<file path="src/rtl/vga_ctrl.sv">
`default_nettype none
// ============================================================================
//  Module   : vga_ctrl
//  Purpose  : VGA raster timing generator. Free-running horizontal/vertical
//             pixel counters with combinational active-low sync decodes and a
//             visible-area flag. Timing is fully parameterised; defaults give
//             640x480 @ 60 Hz (800 x 525 total).
//  Options  : VGA_CTRL_PIXDIV_EN - when defined, an internal divide-by-4
//             produces the pixel tick (one pixel every 4 clk). When undefined,
//             every clk is a pixel and no divider exists.
//  Ports    : clk    - system clock, all state changes on rising edge
//             reset  - synchronous, active-high; returns raster to (0,0)
//             hsync  - horizontal sync, active-low
//             vsync  - vertical sync, active-low
//             valid  - current pixel lies in the visible area
//             h_cnt  - current pixel column, 0 .. H_TOTAL-1
//             v_cnt  - current line, 0 .. V_TOTAL-1
//  Revision : 1.0 - initial release
// ============================================================================
module vga_ctrl #(
   parameter int H_DISP = 640,
   parameter int H_FP   = 16,
   parameter int H_SYNC = 96,
   parameter int H_BP   = 48,
   parameter int V_DISP = 480,
   parameter int V_FP   = 10,
   parameter int V_SYNC = 2,
   parameter int V_BP   = 33
) (
   input  logic       clk,
   input  logic       reset,
   output logic       hsync,
   output logic       vsync,
   output logic       valid,
   output logic [9:0] h_cnt,
   output logic [9:0] v_cnt
);

   localparam int         C_H_TOTAL  = H_DISP + H_FP + H_SYNC + H_BP;
   localparam int         C_V_TOTAL  = V_DISP + V_FP + V_SYNC + V_BP;
   localparam logic [9:0] C_H_LAST   = 10'(C_H_TOTAL - 1);
   localparam logic [9:0] C_V_LAST   = 10'(C_V_TOTAL - 1);
   localparam logic [9:0] C_H_VIS    = 10'(H_DISP);
   localparam logic [9:0] C_V_VIS    = 10'(V_DISP);
   localparam logic [9:0] C_HS_START = 10'(H_DISP + H_FP);
   localparam logic [9:0] C_HS_END   = 10'(H_DISP + H_FP + H_SYNC);
   localparam logic [9:0] C_VS_START = 10'(V_DISP + V_FP);
   localparam logic [9:0] C_VS_END   = 10'(V_DISP + V_FP + V_SYNC);

   logic       w_pix_tick;
   logic [9:0] r_h_cnt;
   logic [9:0] r_v_cnt;

`ifdef VGA_CTRL_PIXDIV_EN
   // Divide-by-4: the tick fires on the last phase so each counter value is
   // held for exactly four clocks, starting from a fresh phase after reset.
   logic [1:0] r_pix_div;

   always_ff @(posedge clk) begin
      if (reset) begin
         r_pix_div <= 2'd0;
      end else begin
         r_pix_div <= r_pix_div + 2'd1;
      end
   end

   assign w_pix_tick = (r_pix_div == 2'd3);
`else
   assign w_pix_tick = 1'b1;
`endif

   // Reset is checked first so it overrides a coincident pixel tick.
   always_ff @(posedge clk) begin
      if (reset) begin
         r_h_cnt <= 10'd0;
         r_v_cnt <= 10'd0;
      end else if (w_pix_tick) begin
         if (r_h_cnt == C_H_LAST) begin
            r_h_cnt <= 10'd0;
            if (r_v_cnt == C_V_LAST) begin
               r_v_cnt <= 10'd0;
            end else begin
               r_v_cnt <= r_v_cnt + 10'd1;
            end
         end else begin
            r_h_cnt <= r_h_cnt + 10'd1;
         end
      end
   end

   assign h_cnt = r_h_cnt;
   assign v_cnt = r_v_cnt;

   // Pure decodes of the counters: no extra pipeline stage, so sync and
   // valid line up with the counter values they describe.
   assign hsync = ~((r_h_cnt >= C_HS_START) && (r_h_cnt < C_HS_END));
   assign vsync = ~((r_v_cnt >= C_VS_START) && (r_v_cnt < C_VS_END));
   assign valid = (r_h_cnt < C_H_VIS) && (r_v_cnt < C_V_VIS);

endmodule
`default_nettype wire

</file>
<file path="config.mk">
export PLATFORM = sky130hd
export DESIGN_NAME = vga_ctrl
export DESIGN_NICKNAME = d
export VERILOG_FILES = /design/src/rtl/vga_ctrl.sv
export SDC_FILE = /design/constraint.sdc
export NUM_CORES = 1
export LEC_CHECK = 0
export ABC_AREA = 1
export ABC_CLOCK_PERIOD_IN_PS = 1500
export BUFFER_PORTS_ARGS = -buffer_cell sky130_fd_sc_hd__buf_2
export CAP_MARGIN = 20
export CELL_PAD_IN_SITES_DETAIL_PLACEMENT = 0
export CELL_PAD_IN_SITES_GLOBAL_PLACEMENT = 1
export CORE_MARGIN = 10
export CORE_UTILIZATION = 37
export CTS_CLUSTER_DIAMETER = 200
export DETAILED_ROUTE_END_ITERATION = 16
export GPL_TIMING_DRIVEN = 0
export HOLD_SLACK_MARGIN = 0.12
export PLACE_DENSITY_LB_ADDON = 0.1
export SLEW_MARGIN = 20
export SYNTH_ARGS = -nofsm -noshare
export SYNTH_HDL_FRONTEND = slang
export SYNTH_SLANG_ARGS = --single-unit
</file>
<file path="constraint.sdc">
create_clock -name clk -period 1.5 [get_ports clk]
set_input_delay 0.3 -clock clk [delete_from_list [all_inputs] [get_ports clk]]
set_output_delay 0.3 -clock clk [all_outputs]
set_load 0.05 [all_outputs]
</file>
After elaboration in Yosys (flattened, before gate mapping)
Cells that the tools add are included.
W data, S select, Z words.
{"block": "classes", "eq_ne": 2, "reduce_logical": 4, "n_mux": 1, "bitwise_logic": 2, "addsub": 2, "magnitude_cmp": 6}
{"cell": "$add A10 B1 Y10 const B", "count": 2}
{"cell": "$eq A10 B10 Y1 const B", "count": 2}
{"cell": "$lt A10 B10 Y1 const B", "count": 2}
{"cell": "$lt A10 B9 Y1 const B", "count": 2}
{"cell": "$ge A10 B10 Y1 const B", "count": 1}
{"cell": "$ge A10 B9 Y1 const B", "count": 1}
{"cell": "$mux W10", "count": 1}
{"cell": "$logic_and A1 B1 Y1", "count": 3}
{"cell": "$not A1 Y1", "count": 2}
{"cell": "$reduce_or A2 Y1", "count": 1}
{"block": "word_totals", "input_bits": 2, "reg_bits": 20, "wordCells": 19, "out_inout_bits": 23}

Longest topological paths before layout
Gate-level depths: netlist (run 1).
{"block": "depth", "depth_word": 3, "ltp_mapped": 9, "ltp_nobuf": 9}

Least setup slack after synthesis (run 1)
Ideal clock, no wire load.
{"block": "synth_timing", "path_type": "reg-to-output", "startpoint": "register r_h_cnt[8], in the netlist h_cnt[8]", "endpoint": "output valid", "setup_slack_ns": -1.168, "t_arrival_ns": 2.368, "required_time_ns": 1.200, "stages_incl_launch_ff": 3, "path_cell_list": "dfxtp_1 -> nor3_1 -> nor4_1"}
{"block": "synth_between", "elab_chain_len": 2}
{"item": "start, declared", "line_no": "51", "text": "logic [9:0] r_h_cnt;"}
{"item": "start signal, assigned", "line_no": "86", "text": "r_h_cnt <= r_h_cnt + 10'd1;"}
{"item": "$lt A10 B10 Y1", "line_no": "98", "text": "assign valid = (r_h_cnt < C_H_VIS) && (r_v_cnt < C_V_VIS);"}
{"item": "$logic_and A1 B1 Y1", "line_no": "98"}
{"item": "end, declared", "line_no": "34", "text": "output logic valid,"}
No other way between the ends.

Worst setup path in the final report (run 1)
{"block": "layout_timing", "startpoint": "register r_v_cnt[9], in the netlist v_cnt[9]", "endpoint": "output vsync"}
{"block": "layout_between", "elab_chain_len": 3, "word_cells_on_any_way": 4, "cone_classes": "order compare (2); bitwise (1); reduce/logical (1)"}
{"item": "start, declared", "line_no": "52", "text": "logic [9:0] r_v_cnt;"}
{"item": "start signal, assigned", "line_no": "83", "text": "r_v_cnt <= r_v_cnt + 10'd1;"}
{"item": "$ge A10 B9 Y1 or $lt A10 B9 Y1 (tied branches)", "line_no": "97", "text": "assign vsync = ~((r_v_cnt >= C_VS_START) && (r_v_cnt < C_VS_END));"}
{"item": "$logic_and A1 B1 Y1 *", "line_no": "97"}
{"item": "$not A1 Y1 *", "line_no": "97"}
{"item": "end, declared", "line_no": "33", "text": "output logic vsync,"}
Mark *: on every way between the ends. The rest lies on a longest branch, timed or not.

==> results of run 1 <==
per-layer routing:
layer / track usage / vias to the layer above / share of wire
li1: - / 653 / -
met1: 0.148 / 568 / 0.48
met2: 0.171 / 31 / 0.45
met3: 0.0259 / 2 / 0.061
met4: 0.0335 / 0 / 0.0058
met5: 0 / - / 0
cell type report:
class	instances	share of cell area
inverters	28	0.0667
clock inverters	1	0.00227
flip-flops and latches	20	0.277
multi-input cells	125	0.447
well taps	44	0.0334
clock buffers	3	0.0136
repair buffers	41	0.159
worst max path at each step:
stage,cells past startpoint,to,slack (ps)
finish,3,vsync,-140
global route,4,valid,-200
CTS,4,valid,-130
detailed placement,8,v_cnt[6],20
global placement,8,v_cnt[3],60
floorplan,3,vsync,-250
power breakdown:
| part | switching (uW) | leakage, uW | total, uW | internal (uW) |
|---|---|---|---|---|
| logic | 47.3 | 0.000572 | 65.4 | 18.1 |
| clock network | 173 | 0.0000154 | 269 | 96.9 |
| registers | 6.81 | 0.000175 | 525 | 518 |
worst max-delay path: stages (launching register included):
cell and delay [ps]:
sky130_fd_sc_hd__dfxtp_4 390, sky130_fd_sc_hd__nor4_4 300, sky130_fd_sc_hd__o211ai_1 140, sky130_fd_sc_hd__buf_4 210
metrics by stage:
stage	setup WS [ps]	setup TNS, ps	instance area (um2)	hold slack, ps	power, uW
6_report	-138	-258	1650	170	859
5_1_grt	-200	-451	1650	167	901
4_1_cts	-128	-264	1600	165	865
3_5_place_dp	21.5	0	1420	441	608
3_3_place_gp	56.0	0	1420	424	607
2_1_floorplan	-254	-452	1240	369	593
flip-flops by register name, summed over array words and instances (netlist names):
name and count:
h_cnt 10, v_cnt 10
cell families (layout without fill, tap and decap cells):
group	count (synthesis)	count (layout)	synth area share
AOI/OAI and AO/OA	14	14	0.0624
xor gates and xnor gates	1	1	0.00753
adders and majority gates	5	5	0.0538
buffers and inverters	28	73	0.0903
DFF	20	20	0.344
and+or+nand+nor	104	105	0.442
timing repair:
item | CTS | global route
hold buffers | 0 | 0
endpoints found under the setup margin | 6 | 14
resized for setup | 23 | 8
endpoints found under the hold margin | 0 | 0
cloned | 0 | 1
buffers inserted | 13 | 4
pin swaps | 8 | 4
cell usage in the layout, fill, tap and decap left out, drive strengths merged:
| cell type | count |
|---|---|
| a21oi | 11 |
| buf | 41 |
| clkbuf | 3 |
| clkinv | 1 |
| dfxtp | 20 |
| ha | 5 |
| inv | 28 |
| nand2 | 45 |
| nand3 | 12 |
| nand3b | 2 |
| nand4 | 10 |
| nor2 | 29 |
| nor3 | 4 |
| nor3b | 1 |
| nor4 | 2 |
| o211ai | 1 |
| o21ai | 2 |
| xor2 | 1 |
==> key figures, run 1 <==
Status
  – Result of the run: complete, but fails checks
  – Violations in the final reports: negative setup slack

Min path
  – Hold worst-path end: v_cnt[8]
  – Hold Path Depth: 2
  – Hold/Removal Path Class: input port to flip-flop
  – Worst Min Path Start: reset

STA
  – Setup violation total in the final timing report: 2
  – Worst Max-Slew Pin Slew: 381 ps
  – Setup repair after global routing missed its margin: yes
  – Top achievable clock speed: 611 MHz
  – Share of the cycle needed by the critical path after routing: 1.09
  – Number of endpoints with negative hold slack in the final report: 0
  – Max-slew violation total from the final report: 0
  – Post-layout worst setup margin: -138 ps
  – Final critical-path required period: 1640 ps
  – Clock tree skew after final layout: 2.66 ps
  – Worst rel slew slack: 0.745

Floorplanning
  – Row count: 20
  – Placeable core region: 0.00303 mm2
  – Die outline area: 0.00579 mm2
  – Top Ports: 25
  – Floorplan die width: 76.1 um
  – Starting density of the core: 0.384
  – Chip Height: 76.1 um

Clock network
  – Max Buffers Root-to-Sink: 2
  – Post-CTS clock slew at the launch and capture registers of the worst setup and hold paths: 120 ps
  – Total clock buffers created by CTS: 3
  – CTS tree: built
  – Insertion delay of the later-clocked pin in the worst-skew pair: 300 ps
  – Clock root buffer master: sky130_fd_sc_hd__clkbuf_4
  – Level count of the clock H-tree: 1
  – CTS Sinks: 20

Routing
  – Residual antenna-violating net count after detailed routing: 0
  – Number of violations reported at the end of detailed-routing iteration 0: 92
  – Final wirelength: 3300 um
  – First-pass DRT Iterations: 5
  – Overall via count from detail_route: 1254
  – Drt drc: 0
  – Routed length per placed instance: 12.6 um
  – Vias per std cell: 4.79

Placement
  – Quantity of I/O buffers inserted on ports: 24
  – Placed wire-length estimate: 2390 um
  – Final estimated routing congestion in global placement: 0.809
  – Count of placed standard cells including taps: 240

Yosys
  – Distinct cell type count after synthesis: 22
  – Top cells by area, synth: sky130_fd_sc_hd__dfxtp_1 34%, sky130_fd_sc_hd__nand2_1 14%, sky130_fd_sc_hd__inv_1 8.4%
  – Total number of yosys warnings: 0
  – Avg Cell Area, Syn: 6.77 um2
  – Synthesized net count: 179
  – Share of synthesized registers carrying an async set or reset: 0
  – Number of flops mapped to enable cells by yosys: 0
  – Number of cells produced by synthesis: 172
  – Cell type contributing the most total cell area after synthesis: sky130_fd_sc_hd__dfxtp_1
  – Proportion of netlist area held by the largest area contributor: 0.344
  – Most common library cells after synthesis: 42 x sky130_fd_sc_hd__nand2_1, 26 x sky130_fd_sc_hd__inv_1, 22 x sky130_fd_sc_hd__nor2_1, 20 x sky130_fd_sc_hd__dfxtp_1, 11 x sky130_fd_sc_hd__a21oi_1
  – Synthesized flop and latch total: 20
  – Sequential area share after synthesis: 0.344
  – Flip-flop cell with the highest count after synthesis: sky130_fd_sc_hd__dfxtp_1
  – Most instantiated library cell after synthesis: sky130_fd_sc_hd__nand2_1
  – Synthesized area: 0.00116 mm2

Critical path
  – R2R depth: 7
  – Element type at the critical path end: primary output
  – Critical path launch point type: flip-flop
  – CP Max Fanout: 4
  – Reg-to-reg critical path startpoint: h_cnt[0]
  – Data arrival at the endpoint of the critical path: 1340 ps
  – Reg2reg setup slack: 130 ps
  – Worst setup path start: v_cnt[9]
  – Worst flop-to-flop path endpoint: v_cnt[1]
  – Worst setup path class: flip-flop to primary output
  – Data required time at the worst endpoint: 1200 ps

Power and ir drop
  – Power density of the placed cells: 521 mW/mm2
  – Maximum VDD drop: 0.227 mV
  – Static Leak: 0.000763 uW

GRT
  – Largest net degree at the start of global routing: 12
  – Sum of overflow across all layers after global routing: 0
  – First-pass GRT wire length: 5440 um
  – Antenna violations before repair: 0
  – Overall routing resource usage: 0.111
  – Number of global-route vias before repair: 1154

Cells and area
  – Post-Route Utilization: 0.545
  – Antenna fix cells: 0
  – Number of fill cells in the layout: 316
  – Fraction of layout cells with a size suffix above 1: 0.422
  – Sequential cell area in the final layout: 458 um2
  – Post-route insts no fill: 262
  – Total number of nets in the final design: 226
  – Layout Area Growth over Synthesis: 41.8%
  – Area of the multi-input gates: 738 um2

Flow run
  – Max-cap viol count: 0
(Power assumes the default switching activity.)
==> inputs of run 2 (changes only) <==
--- a/config.mk
+++ b/config.mk
@@ -18,6 +18,7 @@
 export GPL_TIMING_DRIVEN = 0
 export HOLD_SLACK_MARGIN = 0.12
 export PLACE_DENSITY_LB_ADDON = 0.1
+export SKIP_LAST_GASP = 1
 export SLEW_MARGIN = 20
 export SYNTH_ARGS = -nofsm -noshare
 export SYNTH_HDL_FRONTEND = slang
==> constraint.sdc (replaced) <==
create_clock -name clk -period 1.5 [get_ports clk]
set_input_delay 0.375 -clock clk [delete_from_list [all_inputs] [get_ports clk]]
set_output_delay 0.375 -clock clk [all_outputs]
set_load 0.05 [all_outputs]
==> key figures, run 2 (synthesized netlist as in run 1, its figures left out) <==
Status
  – Result of the run: complete, but fails checks
  – Violations in the final reports: negative setup slack

STA
  – Worst Max-Slew Pin Slew: 398 ps
  – Clock tree skew after final layout: 3.59 ps
  – Setup violation total in the final timing report: 3
  – Setup total negative slack: -461 ps
  – Post-layout worst setup margin: -220 ps
  – Setup repair after global routing missed its margin: yes
  – Share of the cycle needed by the critical path after routing: 1.15
  – Top achievable clock speed: 581 MHz
  – Number of endpoints with negative hold slack in the final report: 0
  – Final critical-path required period: 1720 ps
  – Worst rel slew slack: 0.734
  – Max-slew violation total from the final report: 0

Floorplanning
  – Die outline area: 0.00579 mm2
  – Floorplan die width: 76.1 um
  – Starting density of the core: 0.384
  – Row count: 20
  – Placeable core region: 0.00303 mm2
  – Chip Height: 76.1 um
  – Top Ports: 25

GRT
  – First-pass GRT wire length: 5820 um
  – Largest net degree at the start of global routing: 12
  – Sum of overflow across all layers after global routing: 0
  – Overall routing resource usage: 0.117
  – Antenna violations before repair: 0
  – Number of global-route vias before repair: 1220

Flow run
  – Max-cap viol count: 0

Cells and area
  – Top library cells by usage in the layout, fill and taps aside: 40 x sky130_fd_sc_hd__nand2_1, 21 x sky130_fd_sc_hd__inv_1, 20 x sky130_fd_sc_hd__nor2_1
  – Post-Route Utilization: 0.569
  – Fraction of layout cells with a size suffix above 1: 0.425
  – Post-route insts no fill: 265
  – Most common library cell in the layout ignoring fill and taps: sky130_fd_sc_hd__nand2_1
  – Total number of nets in the final design: 229
  – Layout Area Growth over Synthesis: 48.0%
  – Antenna fix cells: 0
  – Number of fill cells in the layout: 299

Routing
  – Met3 layer wire length in the routed design: 200 um
  – Residual antenna-violating net count after detailed routing: 0
  – Wire length on met2: 1540 um
  – Top routing layer in use: met4
  – Number of violations reported at the end of detailed-routing iteration 0: 60
  – Vias per std cell: 4.77
  – Routed length per placed instance: 13.0 um
  – Final wirelength: 3450 um
  – Overall via count from detail_route: 1265
  – Drt drc: 0
  – Post-Route M1 WL: 1670 um
  – First-pass DRT Iterations: 4

Clock network
  – Level count of the clock H-tree: 1
  – CTS tree: built
  – Clock root buffer master: sky130_fd_sc_hd__clkbuf_4
  – Max Buffers Root-to-Sink: 2
  – Insertion delay of the later-clocked pin in the worst-skew pair: 310 ps
  – CTS Sinks: 20
  – Post-CTS clock slew at the launch and capture registers of the worst setup and hold paths: 110 ps
  – Post-CTS Hold Buffers: 0
  – Total clock buffers created by CTS: 3

Power and ir drop
  – Overall Power: 871 uW
  – Power density of the placed cells: 506 mW/mm2
  – Maximum VDD drop: 0.291 mV
  – Static Leak: 0.000799 uW

Critical path
  – Element type at the critical path end: primary output
  – Worst setup path class: flip-flop to primary output
  – Cell at the slowest stage of the critical path: sky130_fd_sc_hd__dfxtp_4
  – Data arrival at the endpoint of the critical path: 1340 ps
  – Data required time at the worst endpoint: 1120 ps
  – Critical path launch point type: flip-flop
  – CP Max Fanout: 3
  – CP max stage delay: 390 ps
  – Worst path cell trace: nor4_4 > o211ai_1 > buf_4

Min path
  – Hold/Removal Path Class: input port to flip-flop

Placement
  – Placed wire-length estimate: 2330 um
  – Post-placement worst setup slack: 15.1 ps
  – Quantity of I/O buffers inserted on ports: 24
  – Count of placed standard cells including taps: 240
  – Final estimated routing congestion in global placement: 0.777
run 2: cell types whose count changed in the layout (fill, tap and decap cells not counted), moves of 2 or more:
| cell | previous run | this run |
|---|---|---|
| sky130_fd_sc_hd__inv_4 | 2 | 4 |
| sky130_fd_sc_hd__inv_2 | 6 | 3 |
| sky130_fd_sc_hd__clkbuf_4 | 3 | 5 |
| sky130_fd_sc_hd__nor2_2 | 4 | 2 |
| sky130_fd_sc_hd__nor2_4 | 5 | 7 |
| sky130_fd_sc_hd__buf_2 | 21 | 18 |
run 2: repair_timing:
item,4_1_cts,5_1_grt
buffers inserted,13,7
pin swaps,6,6
gates resized for setup,21,15
gates cloned,0,1
endpoints found under the setup margin,10,17
run 2: metrics by stage:
step / hold slack [ps] / instance area [um2]
after floorplan: 444 / 1250
after global placement: 423 / 1430
after detailed placement: 429 / 1430
after CTS: 230 / 1610
after global routing: 228 / 1720
final: 234 / 1720
run 2: where the power goes:
group          switching (uW)  internal (uW)  total, uW
Clock                     176            104        279
Sequential               6.24            520        526
Combinational            48.2           18.0       66.2
run 2: critical path: cells and delay by family (launching register included):
family | cells | cell delay [ps]
AOI/OAI and AO/OA | 1 | 150
DFF | 1 | 390
and+or+nand+nor | 1 | 290
buffers and inverters | 1 | 210
run 2: worst paths after layout:
| check | start | end | slack [ps] | cells past startpoint |
|---|---|---|---|---|
| max reg2reg | h_cnt[0] | v_cnt[6] | 120 | 8 |
| min | reset | v_cnt[8] | 230 | 2 |
| max | v_cnt[9] | vsync | -220 | 3 |
| min reg2reg | h_cnt[0] | h_cnt[0] | 440 | 1 |
run 2: routing by layer:
layer	GRT usage	vias to the layer above
met1	0.151	579
li1	-	648
met5	0	-
met4	0.0390	0
met2	0.184	33
met3	0.0283	5
run 2: area by class of cell:
class / count / area (um2) / area share
sequential: 20 / 455 / 0.265
timing repair buffer: 44 / 317 / 0.184
tap: 44 / 55.1 / 0.0320
clock buffer: 4 / 26.3 / 0.0153
inverter: 28 / 115 / 0.0669
multi-input combinational: 125 / 753 / 0.438
==> inputs of run 3 (changes only) <==
--- a/config.mk
+++ b/config.mk
@@ -5,8 +5,7 @@
 export SDC_FILE = /design/constraint.sdc
 export NUM_CORES = 1
 export LEC_CHECK = 0
-export ABC_AREA = 1
-export ABC_CLOCK_PERIOD_IN_PS = 1500
+export ABC_CLOCK_PERIOD_IN_PS = 1900
 export BUFFER_PORTS_ARGS = -buffer_cell sky130_fd_sc_hd__buf_2
 export CAP_MARGIN = 20
 export CELL_PAD_IN_SITES_DETAIL_PLACEMENT = 0
==> constraint.sdc (replaced) <==
create_clock -name clk -period 1.9 [get_ports clk]
set_input_delay 0.475 -clock clk [delete_from_list [all_inputs] [get_ports clk]]
set_output_delay 0.475 -clock clk [all_outputs]
set_load 0.05 [all_outputs]
==> key figures, run 3 <==
STA
  – Top achievable clock speed: 506 MHz
  – Final critical-path required period: 1980 ps
  – Setup violation total in the final timing report: 5
  – Post-layout worst setup margin: -76.3 ps
  – Clock tree skew after final layout: 7.09 ps
  – Max-slew violation total from the final report: 0
  – Share of the cycle needed by the critical path after routing: 1.04
  – Worst Max-Slew Pin Slew: 296 ps
  – Number of endpoints with negative hold slack in the final report: 0
  – Worst rel slew slack: 0.802
  – Setup repair after global routing missed its margin: yes

Yosys
  – Number of cells produced by synthesis: 117
  – Sequential area share after synthesis: 0.403
  – Number of flops mapped to enable cells by yosys: 0
  – Synthesized area: 995 um2
  – Most instantiated library cell after synthesis: sky130_fd_sc_hd__dfxtp_1
  – Distinct cell type count after synthesis: 28
  – Post-synthesis xor/xnor area fraction: 0.106
  – Mux contribution to synthesized area: 0.0101
  – Flip-flop cell with the highest count after synthesis: sky130_fd_sc_hd__dfxtp_1
  – Compound-gate portion of the synthesized area: 0.0792
  – Share of synthesized registers carrying an async set or reset: 0
  – Cell type contributing the most total cell area after synthesis: sky130_fd_sc_hd__dfxtp_1
  – Synthesized net count: 124
  – Avg Cell Area, Syn: 8.50 um2
  – Total number of yosys warnings: 0
  – Dominant combinational cell family by area after synthesis: simple AND/OR/NAND/NOR gates
  – Simple-gate share of the synthesized area: 0.301
  – Top cells by area, synth: sky130_fd_sc_hd__dfxtp_1 40%, sky130_fd_sc_hd__xnor2_1 7.9%, sky130_fd_sc_hd__nor2_1 6.8%
  – Adder-cell share of the synthesized area: 0.0629
  – Most common library cells after synthesis: 20 x sky130_fd_sc_hd__dfxtp_1, 18 x sky130_fd_sc_hd__nor2_1, 9 x sky130_fd_sc_hd__xnor2_1, 8 x sky130_fd_sc_hd__inv_1, 8 x sky130_fd_sc_hd__nand2_1
  – Proportion of netlist area held by the largest area contributor: 0.403
  – Synthesized flop and latch total: 20

Clock network
  – Max Buffers Root-to-Sink: 2
  – CTS Sinks: 20
  – Post-CTS Hold Buffers: 0
  – CTS tree: built
  – Clock root buffer master: sky130_fd_sc_hd__clkbuf_4
  – Post-CTS clock slew at the launch and capture registers of the worst setup and hold paths: 110 ps
  – Insertion delay of the later-clocked pin in the worst-skew pair: 300 ps
  – Total clock buffers created by CTS: 3
  – Level count of the clock H-tree: 1

Placement
  – Quantity of I/O buffers inserted on ports: 24
  – Post-placement worst setup slack: -91.9 ps
  – Placed wire-length estimate: 1780 um
  – Final estimated routing congestion in global placement: 0.773

Cells and area
  – Fraction of layout cells with a size suffix above 1: 0.427
  – Area of the multi-input gates: 632 um2
  – Top library cells by usage in the layout, fill and taps aside: 22 x sky130_fd_sc_hd__buf_2, 18 x sky130_fd_sc_hd__nor2_1, 11 x sky130_fd_sc_hd__dfxtp_4
  – Total number of nets in the final design: 158
  – Layout Area Growth over Synthesis: 36.9%
  – Number of fill cells in the layout: 253
  – Sequential cell area in the final layout: 447 um2
  – Post-Route Utilization: 0.540
  – Most common library cell in the layout ignoring fill and taps: sky130_fd_sc_hd__buf_2
  – Antenna fix cells: 0

Critical path
  – Critical path launch point type: flip-flop
  – Element type at the critical path end: flip-flop
  – Data required time at the worst endpoint: 2130 ps
  – Worst setup path class: flip-flop to flip-flop
  – Data arrival at the endpoint of the critical path: 2200 ps
  – CP Max Fanout: 5

GRT
  – Overall routing resource usage: 0.0952
  – Antenna violations before repair: 0
  – Number of global-route vias before repair: 853
  – First-pass GRT wire length: 4060 um
  – Sum of overflow across all layers after global routing: 0
  – Largest net degree at the start of global routing: 12

Power and ir drop
  – Total net switching power: 175 uW
  – Power density of the placed cells: 500 mW/mm2
  – Maximum VDD drop: 0.460 mV
  – Internal cell power: 506 uW
  – Combinational fraction of design power: 0.069
  – Switching Fraction: 0.257
  – Static Leak: 0.000557 uW
  – Sequential share of power: 0.617
  – Part of the total power dissipated in the clock network: 0.314

Floorplanning
  – Top Ports: 25
  – Floorplan die width: 71.9 um
  – Chip Height: 71.9 um
  – Starting density of the core: 0.394
  – Placeable core region: 0.00252 mm2
  – Die outline area: 0.00516 mm2
  – Row count: 18

Routing
  – Vias per std cell: 4.99
  – Number of violations reported at the end of detailed-routing iteration 0: 35
  – Drt drc: 0
  – First-pass DRT Iterations: 3
  – Overall via count from detail_route: 899
  – Final wirelength: 2520 um
  – Residual antenna-violating net count after detailed routing: 0
  – Routed length per placed instance: 14.0 um

Min path
  – Hold/Removal Path Class: input port to flip-flop

Status
  – Result of the run: complete, but fails checks
  – Violations in the final reports: negative setup slack

Flow run
  – Max-cap viol count: 0
[run 3: changes by cell type in the layout (fill, tap and decap cells not counted), moves of 7 or more]
cell and change:
sky130_fd_sc_hd__buf_4 -12, sky130_fd_sc_hd__nor2_4 -7, sky130_fd_sc_hd__nand2_1 -33, sky130_fd_sc_hd__nand4_1 -7
sky130_fd_sc_hd__inv_1 -13, sky130_fd_sc_hd__a21oi_1 -7, sky130_fd_sc_hd__xnor2_1 +9, sky130_fd_sc_hd__nand3_1 -7
[run 3: worst max-delay path, cell delays in order (launching register included)]
cell and delay, ps:
sky130_fd_sc_hd__dfxtp_4 380, sky130_fd_sc_hd__or4b_4 570, sky130_fd_sc_hd__or4_4 470, sky130_fd_sc_hd__or3_1 330, sky130_fd_sc_hd__a21oi_1 160
[run 3: area by class of cell]
type                    instances  area share
multi-input cells              87       0.464
clock buffers                   4      0.0193
repair buffers                 30       0.135
flip-flops and latches         20       0.328
inverters                       8      0.0221
well taps                      30      0.0276
plain buffers                   1     0.00368
[run 3: cell families (layout without fill, tap and decap cells)]
group                      count (synthesis)  in the layout
and+or+nand+nor                           56             56
DFF                                       20             20
AOI/OAI and AO/OA                         13             13
xor gates and xnor gates                  12             12
buffers and inverters                     10             43
adders and majority gates                  5              5
muxes                                      1              1
[run 3: stage by stage]
| stage | total power (uW) | hold slack [ps] | instances | TNS (ps) | instance area (um2) |
|---|---|---|---|---|---|
| 4_1_cts | 692 | 410 | 177 | -434 | 1280 |
| 6_report | 681 | 410 | 180 | -138 | 1360 |
| 3_5_place_dp | 484 | 444 | 171 | -349 | 1210 |
| 3_3_place_gp | 484 | 435 | 171 | -361 | 1210 |
| 5_1_grt | 726 | 391 | 180 | -687 | 1360 |
| 2_1_floorplan | 471 | 528 | 117 | -274 | 1050 |
[run 3: path summary, 6_finish.rpt]
path | to | from | cells after the start | slack (ps)
worst max-delay path | v_cnt[7] | h_cnt[5] | 4 | -80
worst min-delay path | h_cnt[2] | reset | 2 | 410
worst max register to register | v_cnt[7] | h_cnt[5] | 4 | -80
worst min register to register | h_cnt[0] | h_cnt[0] | 1 | 460
[run 3: power groups by stage]
stage	sequential, uW	combinational, uW	clock (uW)
after floorplan	455	16.3	0
after CTS	427	47.8	218
after global placement	436	47.5	0
after detailed placement	436	47.8	0
final	420	47.0	214
after global routing	422	52.5	252
[run 3: metal layers]
| layer | vias to the layer above | wire length, um | share of wire | global-route usage |
|---|---|---|---|---|
| met1 | 406 | 1160 | 0.46 | 0.123 |
| met4 | 0 | 36 | 0.014 | 0.0387 |
| met5 | - | 0 | 0 | 0 |
| met3 | 5 | 172 | 0.068 | 0.0399 |
| li1 | 470 | - | - | - |
| met2 | 18 | 1150 | 0.45 | 0.135 |
[run 3: what timing repair did]
action,in CTS,in global routing
buffers inserted,2,4
pin swaps,2,2
gates resized for setup,10,12
setup endpoints to repair,15,20
